--- src/rtl/reset_sequencer_if.sv ---
// reset_sequencer_if: groups the reset sequencer's staged outputs and the
// optional software request into one bundle.
//   rst_out [NUM_DOMAINS]  active-high reset per domain, bit 0 releases first
//   busy                   high while any rst_out bit is asserted
//   done                   high once every domain is released
//   sw_req                 software reset request (RESET_SEQ_SWREQ_EN only)
// Modports: master = sequencer side, slave = consumer side.
interface reset_sequencer_if #(
  parameter int unsigned NUM_DOMAINS = 3
);
  logic [NUM_DOMAINS-1:0] rst_out;
  logic                   busy;
  logic                   done;
`ifdef RESET_SEQ_SWREQ_EN
  logic                   sw_req;

  modport master (input sw_req, output rst_out, busy, done);
  modport slave  (output sw_req, input rst_out, busy, done);
`else
  modport master (output rst_out, busy, done);
  modport slave  (input rst_out, busy, done);
`endif
endinterface

--- src/rtl/reset_sequencer.sv ---
// reset_sequencer: produces staged active-high reset lines. Assertion is
// asynchronous; deassertion is synchronized to clk, stretched, then released
// one domain at a time in ascending index order.
// Ports:
//   clk   single clock
//   rst   external reset, asynchronous, active-low
//   bus   reset_sequencer_if.master (rst_out, busy, done, optional sw_req)
// Optional feature: define RESET_SEQ_SWREQ_EN to add sw_req, which reruns the
// stretch/release sequence when sampled high in RUN.
module reset_sequencer #(
  parameter int unsigned SYNC_STAGES = 3,
  parameter int unsigned STRETCH     = 16,
  parameter int unsigned NUM_DOMAINS = 3,
  parameter int unsigned STAGGER     = 4
) (
  input  logic              clk,
  input  logic              rst,
  reset_sequencer_if.master bus
);
  localparam int unsigned MAX_CNT = (STRETCH > STAGGER) ? STRETCH : STAGGER;
  localparam int unsigned CNT_W   = $clog2(MAX_CNT + 1);
  localparam int unsigned IDX_W   = $clog2(NUM_DOMAINS + 1);
  // The HOLD->STRETCH state register acts as the final synchronizer stage, so
  // only SYNC_STAGES-1 dedicated flops are needed to get SYNC_STAGES edges of
  // deassertion latency.
  localparam int unsigned SYNC_W  = SYNC_STAGES - 1;

  typedef enum logic [1:0] {
    S_HOLD,
    S_STRETCH,
    S_RELEASE,
    S_RUN
  } state_t;

  state_t                 state_q, state_d;
  logic [SYNC_W-1:0]      sync_q;
  logic [CNT_W-1:0]       cnt_q, cnt_d;
  logic [IDX_W-1:0]       idx_q, idx_d;
  logic [NUM_DOMAINS-1:0] rst_out_q, rst_out_d;
  logic                   busy_q, busy_d;
  logic                   done_q, done_d;

  always_ff @(posedge clk or negedge rst) begin
    if (!rst) begin
      sync_q    <= '0;
      state_q   <= S_HOLD;
      cnt_q     <= '0;
      idx_q     <= '0;
      rst_out_q <= '1;
      busy_q    <= 1'b1;
      done_q    <= 1'b0;
    end else begin
      sync_q    <= (sync_q << 1) | SYNC_W'(1);
      state_q   <= state_d;
      cnt_q     <= cnt_d;
      idx_q     <= idx_d;
      rst_out_q <= rst_out_d;
      busy_q    <= busy_d;
      done_q    <= done_d;
    end
  end

  always_comb begin
    state_d   = state_q;
    cnt_d     = cnt_q;
    idx_d     = idx_q;
    rst_out_d = rst_out_q;
    busy_d    = busy_q;
    done_d    = done_q;
    case (state_q)
      S_HOLD: begin
        if (sync_q[SYNC_W-1]) begin
          state_d = S_STRETCH;
          cnt_d   = '0;
        end
      end
      S_STRETCH: begin
        if (cnt_q == CNT_W'(STRETCH - 1)) begin
          state_d      = S_RELEASE;
          cnt_d        = '0;
          idx_d        = IDX_W'(1);
          rst_out_d[0] = 1'b0;
        end else begin
          cnt_d = cnt_q + CNT_W'(1);
        end
      end
      S_RELEASE: begin
        // Checking the index first gives the one-edge gap between the last
        // bit falling and done rising, including the single-domain case.
        if (idx_q == IDX_W'(NUM_DOMAINS)) begin
          state_d   = S_RUN;
          cnt_d     = '0;
          rst_out_d = '0;
          busy_d    = 1'b0;
          done_d    = 1'b1;
        end else if (cnt_q == CNT_W'(STAGGER - 1)) begin
          cnt_d     = '0;
          rst_out_d = rst_out_q & ~(NUM_DOMAINS'(1) << idx_q);
          idx_d     = idx_q + IDX_W'(1);
        end else begin
          cnt_d = cnt_q + CNT_W'(1);
        end
      end
      S_RUN: begin
`ifdef RESET_SEQ_SWREQ_EN
        if (bus.sw_req) begin
          state_d   = S_STRETCH;
          cnt_d     = '0;
          idx_d     = '0;
          rst_out_d = '1;
          busy_d    = 1'b1;
          done_d    = 1'b0;
        end
`endif
      end
      default: state_d = S_HOLD;
    endcase
  end

  assign bus.rst_out = rst_out_q;
  assign bus.busy    = busy_q;
  assign bus.done    = done_q;
endmodule

--- src/flat_wrapper.sv ---
// flat-port wrapper written by rule: the top's interface ports become plain ports
module reset_sequencer_flat 
#(
  parameter int unsigned SYNC_STAGES = 3,
  parameter int unsigned STRETCH     = 16,
  parameter int unsigned NUM_DOMAINS = 3,
  parameter int unsigned STAGGER     = 4
)
  (clk, rst, bus_rst_out, bus_busy, bus_done);
  reset_sequencer_if #(.NUM_DOMAINS(NUM_DOMAINS)) bus_i ();
  input  logic clk;
  input  logic rst;
  output wire logic [$bits(bus_i.rst_out)-1:0] bus_rst_out;
  output wire logic [$bits(bus_i.busy)-1:0] bus_busy;
  output wire logic [$bits(bus_i.done)-1:0] bus_done;
  assign bus_rst_out = bus_i.rst_out;
  assign bus_busy = bus_i.busy;
  assign bus_done = bus_i.done;
  reset_sequencer #(.SYNC_STAGES(SYNC_STAGES), .STRETCH(STRETCH), .NUM_DOMAINS(NUM_DOMAINS), .STAGGER(STAGGER)) u_core (.clk(clk), .rst(rst), .bus(bus_i));
endmodule
--- config.mk ---
export PLATFORM = sky130hd
export DESIGN_NAME = reset_sequencer_flat
export DESIGN_NICKNAME = d
export VERILOG_FILES = /design/src/rtl/reset_sequencer_if.sv /design/src/rtl/reset_sequencer.sv /design/src/flat_wrapper.sv
export SDC_FILE = /design/constraint.sdc
export NUM_CORES = 1
export LEC_CHECK = 0
export BUFFER_PORTS_ARGS = -buffer_cell sky130_fd_sc_hd__clkbuf_2
export CORE_UTILIZATION = 40
export CTS_CLUSTER_SIZE = 20
export DETAILED_ROUTE_END_ITERATION = 6
export SYNTH_ARGS = -nofsm -noshare
export SYNTH_HDL_FRONTEND = slang
export SYNTH_SLANG_ARGS = --single-unit
--- constraint.sdc ---
create_clock -name clk -period 2.58 [get_ports clk]
set_clock_uncertainty 0.2 [all_clocks]
set_input_delay 0.129 -clock clk [delete_from_list [all_inputs] [get_ports clk]]
set_output_delay 0.129 -clock clk [all_outputs]
set_load 0.05 [all_outputs]
After elaboration in Yosys (flattened, before gate mapping)
Index checks and enable logic that the tools add are counted.

operators by class
  $add $sub $neg = 2
  eq/ne operators = 11
  shifts and indexed selects = 1
  muxes and demuxes = 17
  bitwise gates (word level) = 2
  reduce and logical (&&, ||, !) cells = 10

operators by type and width
  operator             count
  $mux 5               4
  $pmux 5 s3           1
  $mux 2               6
  $ne 2x1->1 const B   4
  $reduce_and 4->1     2
  $mux 3               2
  $pmux 2 s3           1
  $reduce_and 2->1     3
  $add 5x1->5 const B  1
  $eq 5x2->1 const B   1
  $eq 5x4->1 const B   1
  $eq 2x2->1 const B   2
  $pmux 2 s2           1
  $reduce_bool 2->1    2
  $and 3x3->3          1
  $ne 3x1->1 const B   1
  $not 3->3            1
  $reduce_and 3->1     1
  $reduce_bool 3->1    1
  $shl 1x2->3 const A  1
  $add 2x1->2 const B  1
  $eq 2x1->1 const B   1
  $logic_not 2->1      1
  $ne 2x2->1 const B   1
  other kinds (2)      2

word-level totals
  flip-flop bits (word level) = 16
  input port bits = 2

Logic depth before layout (Yosys ltp)
Gate-level depths: netlist (run 1).

  depth after elaboration = 6
  gate-level depth with buffers = 8
  depth with buffers taken out = 8

Least setup slack after synthesis (run 1)
No wires, ideal clock.

  path kind = register to register
  start point = register u_core.cnt_q[0]
  end point = register u_core.idx_q[1]
  setup time = 69 ps
  arrival time = 1463 ps
  data required time = 2311 ps
  setup slack = 848 ps
  stages on the path, launching flop included = 9
  cell sequence = dfrtp_1 ha_1 nand3_1 inv_1 ha_1 nand2b_1 nand3_1 or3_1 nand3_1

between the ends
  word-level cells in the longest chain between the ends = 3
  elaborated cells on any way between the ends = 5

ends and longest elaborated chain
  what                                      RTL line                                      source
  start: declaration                        reset_sequencer.sv:37                         logic [CNT_W-1:0] cnt_q, cnt_d;
  start signal: assignment                  reset_sequencer.sv:55                         cnt_q <= cnt_d;
  $eq 5x2->1 or $eq 5x4->1 (tied branches)  reset_sequencer.sv:96, reset_sequencer.sv:78
  $ne 2x1->1 (no line)                      n/a
  $reduce_and 4->1 (no line) (*)            n/a
  end signal: assignment                    reset_sequencer.sv:56                         idx_q <= idx_d;
  end: declaration                          reset_sequencer.sv:38                         logic [IDX_W-1:0] idx_q, idx_d;

Mark *: on every way between the ends. The rest lies on a longest branch, timed or not.
A chain may end at the register's enable or synchronous reset.

Worst setup path in the final report (run 1)
  start point = register u_core.state_q[0]
  end point = register u_core.cnt_q[0]

between the ends
  word-level cells in the longest chain between the ends = 3
  elaborated cells on any way between the ends = 7

ends and longest elaborated chain
  what                                                       RTL line               source
  start: declaration                                         reset_sequencer.sv:35  state_t state_q, state_d;
  start signal: assignment                                   reset_sequencer.sv:54  state_q <= state_d;
  $eq 2x1->1 (tied with other cells)                         reset_sequencer.sv:70  case (state_q)
  $reduce_bool 3->1 (no line) or $ne 2x1->1 (tied branches)  n/a
  $reduce_and 2->1 (no line)                                 n/a

Parallel ways exist; a longest one is shown, timed or not.

==> results of run 1 <==
==> cell families after synthesis <==
group	count (synthesis)	share of synthesized area [%]
AND/OR/NAND/NOR	25	17.28
other	1	0.4078
multiplexers	3	3.401
adder cells (fa/ha/maj)	12	16.33
AO/OA/AOI/OAI	18	15.24
buffers and inverters	8	3.265
flip-flops	16	44.08
==> worst paths after layout <==
| path | endpoint | slack, ps | cells after the start | from |
|---|---|---|---|---|
| max | u_core.cnt_q[0] | 660 | 6 | u_core.state_q[0] |
| min | u_core.state_q[1] | 80 | 2 | rst |
| max reg2reg | u_core.cnt_q[0] | 660 | 6 | u_core.state_q[0] |
| min reg2reg | u_core.sync_q[1] | 150 | 0 | u_core.sync_q[0] |
| max in group asynchronous | u_core.bus.busy | 1770 | 2 | rst |
| min in group clk | u_core.sync_q[1] | 150 | 0 | u_core.sync_q[0] |
==> cells in the mapped netlist <==
master,count,area [µm²]
dfrtp_1,12,300.3
nand3_1,5,25.02
dfstp_2,4,105.1
o32a_1,1,10.01
nand3b_1,1,7.510
mux2_2,1,11.26
nor2b_1,1,6.260
nand2b_2,1,8.760
nand2b_1,2,12.51
and2_1,1,6.260
inv_1,8,30.03
a22o_1,3,26.28
nor4b_4,1,23.77
mux2i_1,2,20.02
a21oi_1,3,15.01
and3_1,2,12.51
o31a_4,1,17.52
o31ai_1,1,7.510
or3_1,1,6.260
o21ai_0,1,5.000
nor2_1,1,3.750
a21o_2,3,26.28
and2b_2,1,8.760
o21ai_1,2,10.01
nand2_1,7,26.28
ha_1,12,150.1
conb_1,1,3.750
a21boi_0,2,15.01
o21a_1,1,7.510
nor2_4,1,11.26
==> power by group through the flow <==
| stage | Sequential [W] | Clock, W | Combinational (W) |
|---|---|---|---|
| 3_5_place_dp | 0.000324 | 0 | 0.000414 |
| 3_3_place_gp | 0.000322 | 0 | 0.000417 |
| 4_1_cts | 0.000319 | 0.000170 | 0.000421 |
| 2_1_floorplan | 0.000320 | 0 | 0.000338 |
| 6_report | 0.000321 | 0.000164 | 0.000421 |
| 5_1_grt | 0.000325 | 0.000183 | 0.000478 |
==> per-layer routing <==
metal	wire length, µm	GRT usage, %
met4	27	7.143
met1	738	19.69
met5	0	0
met2	644	21.85
met3	63	5.556
==> layout make-up <==
cell class	instances	area share, %
repair buffers	7	3.888
clock buffers	4	3.524
well taps	27	3.281
flip-flops and latches	16	39.37
inverters	8	2.916
multi-input cells	59	47.02
==> sequential cells by signal, indices dropped and copies added (netlist names) <==
register,flops
u_core.cnt_q,5
u_core.bus.rst_out,3
u_core.idx_q,2
u_core.state_q,2
u_core.sync_q,2
u_core.bus.busy,1
u_core.bus.done,1
==> stage by stage <==
stage / hold WS (ps) / power, W / instances
6_report: 75.01 / 0.0009059 / 121
5_1_grt: 106.7 / 0.0009859 / 121
4_1_cts: 86.51 / 0.0009104 / 121
3_5_place_dp: -124.6 / 0.0007373 / 116
3_3_place_gp: -127.7 / 0.0007392 / 116
2_1_floorplan: -366.6 / 0.0006573 / 83
==> worst max-delay path: stages (launching register included) <==
cell,delay (ps)
dfrtp_1,430
inv_1,120
ha_1,320
nand2b_2,130
o31a_4,360
nor2_4,120
mux2_2,160
==> layout by cell type (no fill, tap or decap) <==
cell           instances
dlygate4sd3_1          1
mux2_2                 1
nand3b_1               1
or3_1                  1
and2b_2                1
o31a_4                 1
nand2b_2               1
dfrtp_1               12
nor2b_1                1
nor4b_4                1
clkbuf_8               1
and2_1                 1
conb_1                 1
a21oi_1                3
a21boi_0               2
nor2_1                 1
o21a_1                 1
o21ai_1                2
nand2_1                7
mux2i_1                2
a22o_1                 3
a21o_2                 3
dfstp_2                4
clkbuf_2               6
clkbuf_4               3
o21ai_0                1
o32a_1                 1
nand3_1                5
ha_1                  12
nand2b_1               2
inv_1                  8
nor2_4                 1
and3_1                 2
o31ai_1                1
==> results by group, run 1 <==
Timing
  – Setup TNS: 0 ps
  – Final Hold Fails: 0
  – Final period util: 74.32%
  – Unrepaired setup endpoints after global routing: false
  – Worst setup margin: approximately 660 ps
  – Slew Viols, Final: 0
  – Max Clock Freq: around 520 MHz
  – Setup Viol. Count Final: 0
  – Fin crit period: around 1900 ps

Detailed routing
  – Drt wl/cell: 12.17 µm
  – Initial DRC Count: 9
  – DRC Markers: 0
  – Antenna Nets Post-Route: 0
  – Pre-Repair DR Iteration Count: 4
  – WL final: around 1500 µm
  – Via/cell ratio: a little over 5
  – Via count: 609

Setup path
  – Critical path class: reg2reg
  – Crit. End Element: flip-flop
  – Worst EP required: 2610 ps
  – Startpoint types: flip-flop
  – Critical-path maximum fanout: 8
  – Worst EP arrival: about 1900 ps

Hold path
  – HP Class: in2async

Die
  – # IOs: 7
  – Die Width: 49.95 µm
  – CORE AREA: ~2100 µm²
  – Row cnt: 16
  – Overall die height: between 40 and 50 µm
  – Initial Util: around 45%
  – Die Area: ~2500 µm²

Clock network
  – H-tree depth: 1
  – Reg clk slew, reported paths: 100 ps
  – CTS buffer count: 3
  – Clock Latency Late Sink: between 200 and 300 ps
  – Post-CTS Hold Buffers: 1
  – Clock root buffer: clkbuf_4
  – Clock sinks: 16
  – Post-CTS sizing: 0
  – Clock Tree Buf Depth: 2
  – Post-CTS setup buffer count: 0
  – TritonCTS clock tree: done

GRT
  – Initial antenna violation count: 0
  – Global-route wire length before repair: around 2700 µm
  – Total gr overflow: 0
  – Vias in the first global route: between 600 and 700
  – Largest net degree at the start of global routing: 17
  – All-Layer GR Usage: roughly 15%

Logic synthesis
  – Synthesized net count: slightly below 100
  – #FFs+latches synth: 16
  – Yosys cell types: 30
  – Mapped Cells: 83
  – Register area share after synthesis: between 40% and 50%
  – Syn. warnings: 0
  – Syn avg cell area: approximately 11 µm²
  – Cell area after synthesis: slightly above 900 µm²

Place
  – Final HPWL DP: 1122 µm
  – Buffers on Ports: 6
  – Final Wtd Congestion: about 0.81
  – DP Worst Slack: a little under 700 ps
  – Area post-placement: between 900 and 1000 µm²

Pwr
  – Pint: roughly 0.00055 W
  – Switching share of total power: 39.47%
  – P_sw: 0.0003576 W
  – Logic pwr share: 46.5%
  – Flop pwr share: between 30% and 40%
  – Peak supply drop: ~0.00047 V
  – Clock power frac: between 15 and 20%
  – Leakage: around 0.53 nW
  – Pwr/cell area: between 800 and 900 nW/µm²

Cells and area
  – Register area: approximately 410 µm²
  – N_diodes: 0
  – Nets: 109
  – Share of cells above drive strength 1: between 20 and 25%
  – Design Area, Final: about 1000 µm²
  – Area grow syn2layout: 11.97%
  – Multi-input gate area: approximately 480 µm²
  – Layout Utilization: between 40% and 50%
  – FILL cells: 177

Flow run
  – Max Cap Viol: 0

Outcome
  – Run status: completed
No activity file was read; power rests on OpenSTA's default activity.
==> run 2, diff against run 1 <==
==> constraint.sdc (replaced) <==
create_clock -name clk -period 1.9 [get_ports clk]
set_clock_uncertainty 0.2 [all_clocks]
set_input_delay 0.095 -clock clk [delete_from_list [all_inputs] [get_ports clk]]
set_output_delay 0.095 -clock clk [all_outputs]
set_load 0.05 [all_outputs]
==> results by group, run 2 (synthesis results as in run 1) <==
Outcome
  – Run status: completed

Cells and area
  – Commonest non-fill, non-tap cell in the layout: dfrtp_1
  – Nets: 119
  – Most flops, register: u_core.cnt_q
  – N_diodes: 0
  – Share of cells above drive strength 1: between 30% and 40%
  – Most frequent cells in the layout: 12 x dfrtp_1, 10 x ha_1, 10 x buf_4, 8 x inv_1, 7 x nand2_1
  – FILL cells: approximately 180
  – Layout Utilization: 55.40%
  – Area grow syn2layout: 24.22%
  – Multi-input gate area: around 520 µm²
  – Max reg flops: 5
  – Register area: roughly 400 µm²

GRT
  – Vias in the first global route: around 610
  – All-Layer GR Usage: around 14%
  – Largest net degree at the start of global routing: 17
  – Initial antenna violation count: 0
  – Global-route wire length before repair: roughly 2600 µm
  – Total gr overflow: 0

Timing
  – Worst setup margin: 79.22 ps
  – Max Clock Freq: 549.2 MHz
  – Fin crit period: ~1800 ps
  – Slew Viols, Final: 0
  – Setup Viol. Count Final: 0
  – Final period util: approximately 96%
  – Final Hold Fails: 0
  – Min Hold Slack: 44.71 ps

Setup path
  – Crit. End Element: flip-flop
  – Max incr delay on CP: around 400 ps
  – Flop2flop setup slack: just under 80 ps
  – Reg2reg path depth: 6
  – WP buf/inv: 2
  – Critical path class: reg2reg
  – Worst reg2reg startpoint: u_core.state_q[1]
  – Critical-path maximum fanout: 5
  – Reg2reg end: u_core.cnt_q[2]
  – Worst EP required: about 1900 ps
  – Cell Chain, Critical Path: inv_1 -> ha_4 -> inv_1 -> o31a_4 -> o21ai_1 -> a22o_1
  – Worst EP arrival: between 1500 and 2000 ps
  – Startpoint types: flip-flop
  – Worst path most repeated cell: inv_1
  – CP max stage cell: dfrtp_1
  – CP delay by family, top: compound AO/OA/AOI/OAI gates

Detailed routing
  – Drt wl/cell: about 13 µm
  – Antenna Nets Post-Route: 0
  – Via count: 670
  – WL final: ~1700 µm
  – Pre-Repair DR Iteration Count: 4
  – Initial DRC Count: 10
  – Via/cell ratio: a little over 5
  – DRC Markers: 0

Die
  – CORE AREA: 2062 µm²
  – Die Width: between 40 and 50 µm
  – # IOs: 7
  – Die Area: ~2500 µm²
  – Overall die height: around 50 µm
  – Row cnt: 16
  – Initial Util: about 45%

Pwr
  – Leakage: 0.5844 nW
  – Peak supply drop: 0.0006287 V
  – Pwr/cell area: approximately 1200 nW/µm²

Clock network
  – Reg clk slew, reported paths: roughly 90 ps
  – Clock Tree Buf Depth: 2
  – CTS buffer count: 3
  – TritonCTS clock tree: done
  – Clock sinks: 16
  – H-tree depth: 1
  – Clock root buffer: clkbuf_4
  – Clock Latency Late Sink: 280 ps

Hold path
  – HP Class: in2async

Flow run
  – Max Cap Viol: 0

Place
  – DP Worst Slack: around 24 ps
  – Buffers on Ports: 6
  – Final Wtd Congestion: ~0.8
  – Final HPWL DP: ~1200 µm
==> run 2: changes by cell type in the layout (fill, tap and decap cells not counted) <==
cell,delta
buf_4,+10
nand2b_1,-1
nand3_1,-1
ha_1,-2
ha_4,+2
nand2b_4,+1
nand3_2,+1
==> run 2: final cells by class <==
class                           instances  share of cell area [%]
Timing Repair Buffer                   17                   10.08
Multi-Input combinational cell         59                   45.67
Tap cell                               27                   2.957
Inverter                                8                   2.629
Clock buffer                            4                   3.176
Sequential cell                        16                   35.49
==> run 2: stage by stage <==
step / total power (W) / cell area (µm²) / setup TNS (ps) / std cells
floorplan: 0.0008925 / 919.6 / 0 / 83
global placement: 0.001031 / 1036 / 0 / 123
detailed placement: 0.001039 / 1036 / 0 / 123
CTS: 0.001272 / 1085 / 0 / 128
global route: 0.001505 / 1142 / -44.63 / 131
finish: 0.001398 / 1142 / 0 / 131
==> run 2: where the power goes <==
| group | switching, W | total, W | internal, W | leakage, nW |
|---|---|---|---|---|
| logic | 0.000395 | 0.000748 | 0.000353 | 0.371 |
| clock network | 0.000102 | 0.000219 | 0.000117 | 0.0210 |
| registers | 0.0000405 | 0.000431 | 0.000390 | 0.192 |
==> run 2: what timing repair did <==
| item | CTS | global route |
|---|---|---|
| gates resized for setup | 1 | 4 |
| hold endpoints to repair | 16 | 0 |
| setup endpoints to repair | 1 | 6 |
| buffers inserted | 0 | 3 |
| hold buffers | 1 | 0 |
| pin swaps | 0 | 1 |
==> run 2: how the worst max path moves through the flow <==
| stage | from | to | slack [ps] | cells past startpoint |
|---|---|---|---|---|
| final | u_core.state_q[1] | u_core.cnt_q[2] | 80 | 6 |
| after global routing | u_core.cnt_q[1] | u_core.idx_q[1] | -30 | 8 |
| after CTS | u_core.cnt_q[0] | u_core.idx_q[1] | 9 | 8 |
| after detailed placement | u_core.state_q[0] | u_core.cnt_q[2] | 20 | 6 |
| after global placement | u_core.cnt_q[0] | u_core.idx_q[1] | 30 | 8 |
| after floorplan | u_core.cnt_q[0] | u_core.idx_q[1] | 170 | 8 |
==> run 2: worst reg2reg max path: stages, from the launching register on <==
cell	delay [ps]
dfrtp_1	400
inv_1	130
ha_4	320
inv_1	70
o31a_4	370
o21ai_1	140
a22o_1	150
==> run 2: layer usage <==
| layer | share of wire (%) | vias up | global-route usage, % |
|---|---|---|---|
| met5 | 0 | - | 0 |
| met1 | 45 | 325 | 17.92 |
| li1 | - | 327 | - |
| met4 | 0.59 | 0 | 3.810 |
| met2 | 49 | 16 | 21.62 |
| met3 | 4.8 | 2 | 5.247 |
